$ cat src/rtl/admin_session.sv
// Operator session controller: password login with failure lockout, admin commands
// on the per-channel stock table, customer sales. Optional idle timeout: ADMIN_TIMEOUT_EN.
module admin_session #(
   parameter int             CHANNELS       = 8,
   parameter int             CH_W           = 3,
   parameter int             CNT_W          = 7,
   parameter int             CAP            = 99,
   parameter int             PW_W           = 5,
   parameter logic [PW_W-1:0] PASSWORD      = 5'b01011,
   parameter int             MAX_FAIL       = 3,
   parameter int             LOCK_CYCLES    = 1000,
   parameter int             TIMEOUT_CYCLES = 5000
) (
   input  logic             clk_i,
   input  logic             rst_i,
   input  logic [PW_W-1:0]  pw_in_i,
   input  logic             login_i,
   input  logic             logout_i,
   input  logic             cmd_valid_i,
   input  logic [1:0]       cmd_i,
   input  logic [CH_W-1:0]  ch_i,
   input  logic [CNT_W-1:0] qty_i,
   input  logic             sell_valid_i,
   input  logic [CH_W-1:0]  sell_ch_i,
   output logic             en_o,
   output logic             locked_o,
   output logic [1:0]       fail_cnt_o,
   output logic             cmd_ack_o,
   output logic             cmd_err_o,
   output logic [CNT_W-1:0] rd_count_o,
   output logic             sell_ok_o,
   output logic             sell_rej_o
);
   typedef enum logic [1:0] {IDLE, ADMIN, LOCKED} state_t;
   localparam int LK_W = $clog2(LOCK_CYCLES + 1);

   state_t                         state_q, state_d;
   logic [1:0]                     fail_q, fail_d;
   logic [LK_W-1:0]                lock_q, lock_d;
   logic [CHANNELS-1:0][CNT_W-1:0] cnt_q, cnt_d;
   logic [CNT_W-1:0]               rd_q, rd_d;
   logic                           ack_q, ack_d, err_q, err_d, sok_q, sok_d, srej_q, srej_d;
   logic [CNT_W:0]                 sum;
   logic                           ch_ok, sch_ok;
`ifdef ADMIN_TIMEOUT_EN
   localparam int TM_W = $clog2(TIMEOUT_CYCLES + 1);
   logic [TM_W-1:0]                tmo_q, tmo_d;
`endif

   assign ch_ok  = 32'(ch_i) < CHANNELS;
   assign sch_ok = 32'(sell_ch_i) < CHANNELS;
   assign sum    = {1'b0, cnt_q[ch_i]} + {1'b0, qty_i};

   always_comb begin
      state_d = state_q;
      fail_d  = fail_q;
      lock_d  = lock_q;
      cnt_d   = cnt_q;
      rd_d    = rd_q;
      ack_d   = 1'b0;
      err_d   = 1'b0;
      sok_d   = 1'b0;
      srej_d  = 1'b0;
`ifdef ADMIN_TIMEOUT_EN
      tmo_d   = tmo_q;
`endif
      case (state_q)
         IDLE: if (login_i) begin
            if (pw_in_i == PASSWORD) begin
               state_d = ADMIN;
               fail_d  = 2'd0;
`ifdef ADMIN_TIMEOUT_EN
               tmo_d   = '0;
`endif
            end else if (32'(fail_q) + 1 >= MAX_FAIL) begin
               state_d = LOCKED;
               lock_d  = LK_W'(LOCK_CYCLES - 1);
               fail_d  = 2'd0;
            end else if (fail_q != 2'd3) begin
               fail_d = fail_q + 2'd1;
            end
         end
         LOCKED: begin
            if (lock_q == '0) state_d = IDLE;
            else              lock_d  = lock_q - 1'b1;
         end
         ADMIN: begin
            if (logout_i) state_d = IDLE;
`ifdef ADMIN_TIMEOUT_EN
            else if (cmd_valid_i || login_i) tmo_d = '0;
            else if (32'(tmo_q) + 1 >= TIMEOUT_CYCLES) begin
               state_d = IDLE;
               tmo_d   = '0;
            end else tmo_d = tmo_q + 1'b1;
`endif
         end
         default: state_d = IDLE;
      endcase

      if (cmd_valid_i) begin
         if (state_q == ADMIN && ch_ok) begin
            ack_d = 1'b1;
            case (cmd_i)
               2'b00: rd_d = cnt_q[ch_i];
               2'b01: begin
                  if (sum > (CNT_W+1)'(CAP)) begin
                     cnt_d[ch_i] = CNT_W'(CAP);
                     rd_d        = CNT_W'(CAP);
                     err_d       = 1'b1;
                  end else begin
                     cnt_d[ch_i] = sum[CNT_W-1:0];
                     rd_d        = sum[CNT_W-1:0];
                  end
               end
               2'b10: begin
                  cnt_d[ch_i] = '0;
                  rd_d        = '0;
               end
               default: begin
                  cnt_d = '0;
                  rd_d  = '0;
               end
            endcase
         end else err_d = 1'b1;
      end

      // Sales and commands never write the table together: one needs ADMIN, the other forbids it
      if (sell_valid_i) begin
         if (state_q != ADMIN && sch_ok && cnt_q[sell_ch_i] != '0) begin
            cnt_d[sell_ch_i] = cnt_q[sell_ch_i] - 1'b1;
            sok_d            = 1'b1;
         end else srej_d = 1'b1;
      end
   end

   always_ff @(posedge clk_i) begin
      if (!rst_i) begin
         state_q <= IDLE;
         fail_q  <= 2'd0;
         lock_q  <= '0;
         cnt_q   <= '0;
         rd_q    <= '0;
         ack_q   <= 1'b0;
         err_q   <= 1'b0;
         sok_q   <= 1'b0;
         srej_q  <= 1'b0;
`ifdef ADMIN_TIMEOUT_EN
         tmo_q   <= '0;
`endif
      end else begin
         state_q <= state_d;
         fail_q  <= fail_d;
         lock_q  <= lock_d;
         cnt_q   <= cnt_d;
         rd_q    <= rd_d;
         ack_q   <= ack_d;
         err_q   <= err_d;
         sok_q   <= sok_d;
         srej_q  <= srej_d;
`ifdef ADMIN_TIMEOUT_EN
         tmo_q   <= tmo_d;
`endif
      end
   end

   assign en_o       = state_q == ADMIN;
   assign locked_o   = state_q == LOCKED;
   assign fail_cnt_o = fail_q;
   assign cmd_ack_o  = ack_q;
   assign cmd_err_o  = err_q;
   assign rd_count_o = rd_q;
   assign sell_ok_o  = sok_q;
   assign sell_rej_o = srej_q;
endmodule

$ cat config.mk
export PLATFORM = sky130hd
export DESIGN_NAME = admin_session
export DESIGN_NICKNAME = d
export VERILOG_FILES = /design/src/rtl/admin_session.sv
export SDC_FILE = /design/constraint.sdc
export NUM_CORES = 1
export LEC_CHECK = 0
export ABC_AREA = 1
export ABC_CLOCK_PERIOD_IN_PS = 3000
export BUFFER_PORTS_ARGS = -buffer_cell sky130_fd_sc_hd__buf_2
export CORE_ASPECT_RATIO = 1.25
export CORE_MARGIN = 4
export CORE_UTILIZATION = 45
export DETAILED_ROUTE_END_ITERATION = 7
export PLACE_DENSITY = 0.65
export SYNTH_ARGS = -nofsm -noshare
export SYNTH_HDL_FRONTEND = slang
export SYNTH_SLANG_ARGS = --single-unit
$ cat constraint.sdc
create_clock -name clk_i -period 3 [get_ports clk_i]
set_input_delay 0.45 -clock clk_i [delete_from_list [all_inputs] [get_ports clk_i]]
set_output_delay 0.45 -clock clk_i [all_outputs]
set_load 0.005 [all_outputs]
; ---- After elaboration in Yosys (flattened, before gate mapping)
; Cells that the tools add are included.
[word_totals]
register_bits = 81
word_cells = 99
out_inout_bits = 15
[classes]
n_eq_ne = 14
order_cmp = 6
reduce_logical = 15
n_mux = 38
bitwise = 5
n_addsub = 5
[op_table]
columns = cell, n
row1 = 56-bit 2-to-1 mux, 5
row2 = 56-bit case mux with 3 select lines, 1
row3 = 56-bit bitwise mux, 2
row4 = 56-bit bitwise AND, 1
row5 = 56-bit inverter, 1
row6 = 7-bit binary-select mux with 3-bit select, 2
row7 = 7-bit demux with 3-bit select, 2
row8 = 10-bit 2-to-1 mux, 4
row9 = 7-bit 2-to-1 mux, 5
row10 = 32-bit OR, 1
row11 = 24-bit bitwise AND, 1
row12 = 24-bit inverter, 1
row13 = 10-bit case mux with 2 select lines, 1
row14 = 2-bit 2-to-1 mux, 8
row15 = 7-bit case mux with 2 select lines, 1
row16 = 2-bit != test (second input constant), 6
row17 = 10-bit logical NOT, 1
row18 = 10-bit by 1-bit subtractor with 10-bit output (second input constant), 1
row19 = 7-bit by 7-bit adder with 8-bit output, 1
row20 = 8-bit by 7-bit greater-than comparator with 1-bit output (second input constant), 1
row21 = 3-bit by 4-bit < comparator with 1-bit output (second input constant), 2
row22 = 7-bit nonzero test, 1
row23 = 7-bit by 1-bit subtractor with 7-bit output (second input constant), 1
row24 = 3-bit by 1-bit greater-or-equal comparator with 1-bit output (second input constant), 2
row25 = 18 further kinds, 31

; ---- Depth between registers and ports, before layout
; Gate-level depths: netlist of the first run.
[logic_depth]
depth_word = 13
depth_mapped = 24

; ---- Least setup slack after synthesis of the first run
; No wires, ideal clock.
[synth_path]
path_kind = in2reg
from = in ch_i[2]
to = reg cnt_q[10] (netlist name)
arrival_ps = 3124
path_stages = 22
setup_slack_ps = -179
cell_sequence = inv_1 -> nand3_1 -> inv_1 -> clkbuf_1 -> a221oi_1 -> nand3_1 -> ha_1 -> fa_1 -> nand2_1 -> nand2_1 -> nand3_1 -> nand2_1 -> nand2_1 -> nand2_1 -> nand3_1 -> clkbuf_1 -> nand4_1 -> o21ai_0 -> nand2_1 -> nand2_1 -> nand2_1 -> inv_1
[synth_between]
elab_chain_len = 13
word_cells_on_any_way = 21
classes_between = add/sub (1) / order compare (3) / mux (12) / bitwise (4) / reduce/logical (1)
[synth_rtl]
columns = item, line
row1 = start: declaration, 21  ; input logic [CH_W-1:0] ch_i,
row2 = "parallel branches: the longest is 7 deep, another holds 7-bit by 7-bit adder with 8-bit output", -
row3 = 56-bit case mux with 3 select lines *, 103  ; case (cmd_i)
row4 = 56-bit 2-to-1 mux *, 101  ; if (state_q == ADMIN && ch_ok) begin
row5 = 56-bit 2-to-1 mux *, 100  ; if (cmd_valid_i) begin
row6 = 56-bit bitwise mux, 130  ; cnt_d[sell_ch_i] = cnt_q[sell_ch_i] - 1'b1;
row7 = 56-bit 2-to-1 mux, 129  ; if (state_q != ADMIN && sch_ok && cnt_q[sell_ch_i] != '0) begin
row8 = 56-bit 2-to-1 mux *, 128  ; if (sell_valid_i) begin
row9 = end signal: assignment, 154  ; cnt_q <= cnt_d;
row10 = end: declaration, 40  ; logic [CHANNELS-1:0][CNT_W-1:0] cnt_q, cnt_d;
; Every way passes the cells marked *. The select of a mux whose other input is x is not followed.
; A chain may end at the register's enable or synchronous reset.

; ---- Worst setup path in the final report of the first run
[layout_path]
from = in ch_i[1]
to = reg cnt_q[14] (netlist name)
[layout_between]
elab_chain_len = 12
word_cells_on_any_way = 20
classes_between = add/sub (1) / order compare (3) / mux (12) / bitwise (3) / reduce/logical (1)
[layout_rtl]
columns = item, line
row1 = "parallel branches: the longest is 6 deep, another holds 7-bit by 7-bit adder with 8-bit output", -
row2 = 56-bit case mux with 3 select lines *, 103
row3 = 56-bit 2-to-1 mux *, 101
row4 = 56-bit 2-to-1 mux *, 100
row5 = 56-bit bitwise mux, 130
row6 = 56-bit 2-to-1 mux, 129
row7 = 56-bit 2-to-1 mux *, 128
; Marked as above.

==> results.yml, run 1 <==
routing:
  routed_wl_um: 23400
  postRouteAntennaNets: 0
  drtIter0Drc: 719
  drt_drc_violations_left: 0
  wl_per_cell_um: 16.6
  drt_pass1_iterations: 5
  num_vias: 7731
  post_drt_via_cell_ratio: 5.48
global_route:
  overflow: 0
  grt_util_all_layers: 0.285
  met3_usage: 0.0421
  grt_pass1_vias: 7094
  grt.met1_usage: 0.369
  grt-busiest-layer: "met2"
  antenna_found_initial: 0
  grt_pass1_wl_um: 37000
  gr-usage-met2: 0.459
  grt_max_degree: 41
logic_synthesis:
  synth_edf_count: 0
  netlist_area_um2: 6600
  async_reset_ff_frac: 0
  syn_nets: 1174
  ys.flop_type: "dfxtp_1"
  yosysSeqAreaShare: 0.246
  ys_ff_latch: 81
  yosys_warnings: 0
  synth_area_per_cell_um2: 5.80
  synth.distinct_cells: 40
  synthCells: 1137
critical_path:
  crit_path_end: "cnt_q[14]"
  crit_fanout: 10
  required_ps: 3280
  start_kind: "primary input"
  worstReg2RegEnd: "cnt_q[44]"
  worstSetupPathType: "in -> reg"
  r2r_start: "cnt_q[7]"
  ff2ff_path_depth: 20
  path_cells: "buf_4, nor2_2, nand2_2, buf_6, o22ai_1, nor2_2, o2111ai_2, ha_1, buf_4, nand2_1, inv_1, nand3_2, nand2_1, nand2_1, nand2_2, nand3_4, nand3_1, buf_6, nand3_1, nand2_1, nand2_1, a21oi_1"
  slowest_stage: "ha_1"
  max_stage_delay_ps: 400
  rrSetupSlack_ps: 270
  crit_top_cell: "nand2_1"
  critical_path.endpoint_type: "flop"
  startpoint: "ch_i[1]"
  arrival_ps: 3080
layout:
  final_common_cell: "nand2_1"
  final_area_um2: 8160
  drive_gt1_frac: 0.201
  syn_to_final_growth_pct: 23.7
  diodes: 0
  nets: 1264
  n_fill_cell: 1429
  regArea_um2: 1620
  final_cell_mix: "nand2_1 (355), inv_1 (137), nor2_1 (120)"
  multi_input_area_um2: 4330
placed_design:
  hpwlAfterDp_um: 16900
  numPortBuffers: 40
  gp_congestion: 0.949
  dpl-instance-area_um2: 7400
  dp_slack_ps: -371
run:
  drv_cap: 0
cts:
  cts_made_buffers: 9
  clk_latency_ps: 350
  cts_hold_buf: 0
  cts_tree: "yes"
  clk_pin_slew_ps: 60
  cts_root_buf: "clkbuf_16"
  numClockSinks: 81
  clock_path_buffers: 2
  cts-htree-levels: 3
die:
  ios: 41
  die-height_um: 143
  initial_utilization: 0.458
  core_area_um2: 14400
  rows: 49
  die_w_um: 116
  die-area_um2: 16700
pwr:
  p_switching_mw: 1.13
  total_power_mw: 3.53
  swShare: 0.321
  combPwrFrac: 0.271
  powerDensity_nw_per_um2: 433
  pwr-share-clk: 0.401
  pwr-share-seq: 0.328
  ir_worst_vdd_uv: 280
  power_leakage_nw: 4.02
  intPower_mw: 2.40
sta:
  finalHoldViolations: 0
  drv_slew: 0
  timing.final.ws_setup_ps: 198
  finalCritPeriodShare: 0.934
  post-route-min-period_ps: 2800
  tightest_slew_ps: 822
  finalSetupViolCount: 0
  relSlewSlack: 0.450
  max_freq_mhz: 357
  hold_slack_ps: 358
  fin_skew_ps: 10.3
min_path:
  worst_hold_path_type: "in -> reg"
run_status:
  status: "finished, final reports clean"
==> state kept, by name, summed over array words and instances (netlist names) <==
register / flops
lock_q: 10
sell_ok_o: 1
sell_rej_o: 1
cmd_err_o: 1
rd_count_o: 7
state_q: 2
cmd_ack_o: 1
cnt_q: 56
fail_cnt_o: 2
==> routing by layer <==
metal	vias up	routed length [um]
met1	3489	9620
met5	-	0
met2	351	10800
met4	0	1150
li1	3815	-
met3	76	1820
==> kinds of logic after synthesis <==
| logic type | count (synthesis) | share of synthesized area |
|---|---|---|
| buf+inv | 219 | 0.137 |
| fa+ha+maj | 11 | 0.0220 |
| flops | 81 | 0.246 |
| xor+xnor | 8 | 0.0129 |
| simple gates | 617 | 0.408 |
| compound gates | 201 | 0.175 |
==> how the worst min path moves through the flow <==
| stage | from | end | slack, ps | depth (start not counted) |
|---|---|---|---|---|
| 6_report | logout_i | state_q[0] | 360 | 3 |
| 2_1_floorplan | lock_q[1] | lock_q[1] | 460 | 2 |
| 3_3_place_gp | rd_count_o[4] | rd_count_o[4] | 450 | 2 |
| 4_1_cts | logout_i | state_q[0] | 360 | 3 |
| 3_5_place_dp | rd_count_o[4] | rd_count_o[4] | 460 | 2 |
| 5_1_grt | cmd_valid_i | cmd_err_o | 380 | 3 |
==> timing repair <==
action / CTS / global route
pin swaps: 1 / 34
gates cloned: 0 / 1
endpoints found under the setup margin: 17 / 60
buffers inserted: 0 / 10
gates resized for setup: 3 / 77
==> synth_stat cells, types with 2 or more instances <==
cell type,instances,area (um2)
nand2_1,370,1390
inv_1,142,533
nor2_1,125,469
dfxtp_1,81,1620
a21oi_1,69,345
nand3_1,66,330
o21ai_0,54,270
clkbuf_1,32,120
nand4_1,27,169
inv_2,24,90.1
o211ai_1,18,135
o21ai_1,16,80.1
o21bai_1,16,120
ha_1,10,125
o22ai_1,10,62.6
buf_6,9,101
nand4_4,8,170
nor3_1,7,35.0
a22oi_1,6,45.0
buf_2,5,25.0
nor2_4,5,56.3
o2111ai_1,4,35.0
buf_1,3,11.3
nor2_2,3,18.8
xnor2_1,3,26.3
xor2_1,3,26.3
a221oi_1,2,17.5
a31oi_1,2,12.5
buf_4,2,15.0
clkinv_1,2,7.51
nor4_1,2,12.5
o31ai_1,2,15.0
xnor2_2,2,32.5
==> area by class of cell <==
cell class                      instances  share of cell area
Multi-Input combinational cell        837               0.530
Sequential cell                        81               0.199
Timing Repair Buffer                  130               0.120
Inverter                              168              0.0773
Clock buffer                           10              0.0293
Tap cell                              178              0.0273
Clock inverter                          6              0.0169
==> worst max-delay path, delay by kind of cell <==
kind	cells	cell delay (ps)
compound gates	3	420
fa+ha+maj	1	400
buf+inv	5	640
simple gates	13	1130
==> through the flow <==
stage / instances / setup TNS [ps] / util
after detailed placement: 1384 / -18260 / 0.513
after floorplan: 1137 / 0 / -
after CTS: 1400 / 0 / 0.540
final: 1410 / 0 / 0.566
after global placement: 1384 / -17170 / 0.513
after global routing: 1410 / -769 / 0.566
==> power by group through the flow <==
stage / combinational, mW / clock (mW) / sequential, mW
after global placement: 0.859 / 0 / 1.18
after detailed placement: 0.860 / 0 / 1.18
final: 0.957 / 1.42 / 1.16
after global routing: 1.05 / 1.48 / 1.16
after CTS: 0.870 / 1.43 / 1.16
after floorplan: 0.555 / 0 / 1.17
Power figures use the tool's default switching activity.
==> run 2, diff against run 1 <==
--- a/config.mk
+++ b/config.mk
@@ -12,7 +12,8 @@
 export CORE_MARGIN = 4
 export CORE_UTILIZATION = 45
 export DETAILED_ROUTE_END_ITERATION = 7
-export PLACE_DENSITY = 0.65
+export PLACE_DENSITY = 0.72
+export REMOVE_ABC_BUFFERS = 1
 export SYNTH_ARGS = -nofsm -noshare
 export SYNTH_HDL_FRONTEND = slang
 export SYNTH_SLANG_ARGS = --single-unit
==> run 2 against run 1 <==
Clock skew shrank 4.3 ps. Critical path depth is the same. Sequential cell count is the same. Utilization shrank 1.0 points. Clock-buffer cell count grew 2. Wire length shrank 2.7%. Largest cell class unchanged.
==> results.yml, run 2 (synthesized netlist as in run 1, its figures left out) <==
routing:
  postRouteAntennaNets: 0
  post_drt_via_cell_ratio: 5.59
  routed_wl_um: 22800
  drt_pass1_iterations: 6
  drtIter0Drc: 1112
  drt_drc_violations_left: 0
  num_vias: 7851
  wl_per_cell_um: 16.2
sta:
  finalCritPeriodShare: 0.985
  post-route-min-period_ps: 2960
  max_freq_mhz: 338
  finalHoldViolations: 0
  finalSetupTns_ps: 0
  tightest_slew_ps: 791
  drv_slew: 0
  finalSetupViolCount: 0
  relSlewSlack: 0.473
  fin_skew_ps: 5.95
layout:
  largest_reg_flops: 56
  drive_gt1_frac: 0.187
  final_common_cell: "nand2_1"
  final_area_um2: 8020
  final_util: 0.556
  largest-register: "cnt_q"
  syn_to_final_growth_pct: 21.5
  final_cell_mix: "nand2_1 (361), inv_1 (139), nor2_1 (119)"
  diodes: 0
  nets: 1259
  stdcell_count: 1405
critical_path:
  crit_top_cell: "nand2_1"
  start_kind: "primary input"
  cp_num_buf_inv: 5
  path_cells: "clkbuf_4, inv_4, nand3_2, buf_4, o22ai_1, nor2_2, o2111ai_2, ha_4, nand2_1, nor2_1, nand2_1, nand3_1, nand2_1, nand2_2, nand3_4, buf_8, nand4_1, o21ai_0, nand2_1, nand2_1, nand2_1, inv_1"
  required_ps: 3250
  crit_family: "simple AND/OR/NAND/NOR gates"
  critical_path.endpoint_type: "flop"
  rrSetupSlack_ps: 160
  arrival_ps: 3200
  slowest_stage: "ha_4"
  max_stage_delay_ps: 360
  crit_fanout: 8
  worstSetupPathType: "in -> reg"
die:
  die-area_um2: 16700
  ios: 41
  rows: 49
  die-height_um: 143
  die_w_um: 116
  core_area_um2: 14400
  initial_utilization: 0.458
global_route:
  grt_util_all_layers: 0.270
  overflow: 0
  grt_pass1_vias: 7128
  grt_max_degree: 57
  grt_pass1_wl_um: 35900
  antenna_found_initial: 0
placed_design:
  post-place-cells: 1380
  gp_congestion: 0.951
  hpwlAfterDp_um: 16000
  dpl-instance-area_um2: 7350
  numPortBuffers: 40
pwr:
  power_leakage_nw: 3.96
  ir_worst_vdd_uv: 378
  total_power_mw: 3.25
  powerDensity_nw_per_um2: 406
cts:
  cts_hold_buf: 0
  clk_pin_slew_ps: 60
  clock_path_buffers: 2
  cts_root_buf: "clkbuf_16"
  clk_latency_ps: 350
  cts-htree-levels: 3
  cts_made_buffers: 9
  cts_tree: "yes"
  numClockSinks: 81
run:
  drv_cap: 0
run_status:
  status: "finished, final reports clean"
min_path:
  worst_hold_path_type: "in -> reg"
## run 2: metrics by stage
step | setup WS (ps) | hold slack (ps)
final | 44.7 | 378
after global routing | -120 | 377
after CTS | 25.3 | 367
after detailed placement | -332 | 455
after global placement | -304 | 449
after floorplan | -1280 | 460
## run 2: timing repair
item,in CTS,in global routing
setup endpoints to repair,0,62
hold endpoints to repair,0,0
buffers inserted,0,7
resized for setup,0,61
## run 2: power breakdown
group / internal (mW) / total [mW] / switching (mW)
sequential: 1.12 / 1.16 / 0.0382
combinational: 0.348 / 0.948 / 0.600
clock: 0.671 / 1.15 / 0.477
total: 2.14 / 3.25 / 1.12
## run 2: path summary, 6_finish.rpt
| kind | from | end | cells past startpoint |
|---|---|---|---|
| worst max-delay path | ch_i[2] | cnt_q[46] | 22 |
| worst min-delay path | cmd_valid_i | cmd_err_o | 3 |
| worst max register to register | cnt_q[11] | cnt_q[46] | 19 |
| worst min register to register | rd_count_o[5] | rd_count_o[5] | 2 |
## run 2: metal layers
layer  vias up  wire length, um  track usage  part of all wire
met1      3501             9060        0.342              0.40
met2       438            10400        0.434              0.46
met4         0             1220        0.155             0.053
met5         -                0            0                 0
li1       3809                -            -                 -
met3       103             2140       0.0421             0.094
## run 2: worst reg2reg max path: stages, from the launching register on
cell	delay, ps
dfxtp_1	310
inv_1	120
o22ai_1	120
nor2_2	200
o2111ai_2	250
ha_4	360
nand2_1	100
nor2_1	110
nand2_1	90
nand3_1	90
nand2_1	80
nand2_2	80
nand3_4	200
buf_8	210
nand4_1	60
o21ai_0	140
nand2_1	100
nand2_1	60
nand2_1	50
inv_1	30
## run 2: area by class of cell
class,instances,area (um2)
clock buffers,12,246
well taps,178,223
clock inverters,4,52.6
repair buffers,125,956
inverters,168,633
fillers,1371,6390
flip-flops and latches,81,1620
multi-input cells,837,4280
==> run 3, diff against run 2 <==
--- a/config.mk
+++ b/config.mk
@@ -12,6 +12,7 @@
 export CORE_MARGIN = 4
 export CORE_UTILIZATION = 45
 export DETAILED_ROUTE_END_ITERATION = 7
+export MAX_ROUTING_LAYER = met4
 export PLACE_DENSITY = 0.72
 export REMOVE_ABC_BUFFERS = 1
 export SYNTH_ARGS = -nofsm -noshare
==> run 3 against run 2 <==
Register-to-register slack gained 140 ps. Final cell count is the same. Total power shrank 2.0%. Largest cell class unchanged.
==> results.yml, run 3 (synthesized netlist as in run 1, its figures left out) <==
sta:
  finalSetupViolCount: 0
  tightest_slew_ps: 823
  drv_slew: 0
  hold_slack_ps: 358
  finalHoldViolations: 0
  post-route-min-period_ps: 2830
  fin_skew_ps: 8.49
  max_freq_mhz: 353
  finalCritPeriodShare: 0.944
  relSlewSlack: 0.451
cts:
  cts_root_buf: "clkbuf_16"
  numClockSinks: 81
  cts_made_buffers: 9
  cts-htree-levels: 3
  cts_hold_buf: 0
  clk_latency_ps: 360
  cts_tree: "yes"
  clock_path_buffers: 2
  clk_pin_slew_ps: 70
global_route:
  antenna_found_initial: 0
  grt_util_all_layers: 0.277
  overflow: 0
  grt_pass1_vias: 7122
  grt_max_degree: 57
  grt_pass1_wl_um: 35700
layout:
  final_cell_mix: "nand2_1 (363), inv_1 (138), nor2_1 (118)"
  diodes: 0
  syn_to_final_growth_pct: 20.9
  final_area_um2: 7980
  final_common_cell: "nand2_1"
  largest-register: "cnt_q"
  drive_gt1_frac: 0.190
  largest_reg_flops: 56
  final_util: 0.554
  stdcell_count: 1405
  nets: 1259
critical_path:
  required_ps: 3250
  rrSetupSlack_ps: 300
  startpoint: "ch_i[2]"
  ff2ff_path_depth: 19
  crit_top_cell: "nand2_1"
  cp_num_buf_inv: 5
  slowest_stage: "ha_1"
  path_cells: "clkbuf_4, inv_2, nand3_1, buf_4, o22ai_1, nor2_2, o2111ai_2, ha_1, nand2_1, nor2_1, nand2_1, nand3_1, nand2_1, nand2_1, nand3_4, clkbuf_16, nand4_1, o21ai_0, nand2_1, nand2_1, nand2_1, inv_1"
  worstReg2RegEnd: "cnt_q[10]"
  worstSetupPathType: "in -> reg"
  arrival_ps: 3090
  max_stage_delay_ps: 360
  critical_path.endpoint_type: "flop"
  crit_family: "simple AND/OR/NAND/NOR gates"
  crit_fanout: 7
  r2r_start: "cnt_q[7]"
  start_kind: "primary input"
die:
  die-area_um2: 16700
  die-height_um: 143
  initial_utilization: 0.458
  die_w_um: 116
  core_area_um2: 14400
  ios: 41
  rows: 49
routing:
  post_drt_via_cell_ratio: 5.59
  drt_pass1_iterations: 6
  num_vias: 7848
  drtIter0Drc: 770
  postRouteAntennaNets: 0
  drt_drc_violations_left: 0
  routed_wl_um: 22700
  wl_per_cell_um: 16.1
min_path:
  whs_path_depth: 2
  worst_hold_path_type: "in -> reg"
  min_from: "sell_valid_i"
  holdPathEnd: "sell_rej_o"
pwr:
  total_power_mw: 3.19
  ir_worst_vdd_uv: 352
  swShare: 0.364
  powerDensity_nw_per_um2: 400
  p_switching_mw: 1.16
  power_leakage_nw: 3.94
  combPwrFrac: 0.293
  pwr-share-clk: 0.344
  pwr-share-seq: 0.363
  intPower_mw: 2.03
placed_design:
  post-place-cells: 1381
  numPortBuffers: 40
  hpwlAfterDp_um: 16000
  dpl-instance-area_um2: 7360
  gp_congestion: 0.944
run:
  drv_cap: 0
run_status:
  status: "finished, final reports clean"
## run 3: cell count changes in the layout (fill, tap and decap cells not counted), sizes merged
cell / delta
buf: -1
clkinvlp: +3
inv: +1
bufinv: -1
clkbuf: -2
## run 3: how the worst max path moves through the flow
stage / endpoint / slack, ps / cells past startpoint
floorplan: cnt_q[12] / -1280 / 12
global placement: cnt_q[17] / -310 / 23
detailed placement: cnt_q[22] / -340 / 23
CTS: cnt_q[4] / 70 / 19
global route: cnt_q[4] / -30 / 21
finish: cnt_q[10] / 170 / 22
## run 3: power by group through the flow
stage | logic (mW) | registers, mW | clock network (mW)
floorplan | 0.513 | 1.17 | 0
global placement | 0.837 | 1.18 | 0
detailed placement | 0.844 | 1.18 | 0
CTS | 0.851 | 1.16 | 1.10
global route | 1.02 | 1.16 | 1.14
finish | 0.934 | 1.16 | 1.10
## run 3: repair_timing
action                                 in CTS  in global routing
endpoints found under the hold margin       0                  0
pin swaps                                   0                 15
setup endpoints to repair                   1                 57
resized for setup                           2                 58
setup buffers                               0                  7
cloned                                      0                  1
## run 3: stage by stage
step,setup slack (ps),setup TNS [ps]
final,169,0
after global routing,-30.1,-112
after CTS,70.2,0
after detailed placement,-345,-16450
after global placement,-305,-14550
after floorplan,-1280,-62280
## run 3: cell type report
type                            count  area [um2]
Inverter                          168         631
Clock buffer                        9         225
Multi-Input combinational cell    837        4290
Sequential cell                    81        1620
Fill cell                        1411        6430
Clock inverter                      7        56.3
Tap cell                          178         223
Timing Repair Buffer              125         935
## run 3: per-layer routing
metal / track usage / share of wire / vias to the layer above
li1: - / - / 3801
met1: 0.335 / 0.39 / 3529
met2: 0.441 / 0.47 / 430
met3: 0.0421 / 0.092 / 88
met4: 0.148 / 0.046 / 0
met5: - / 0 / -
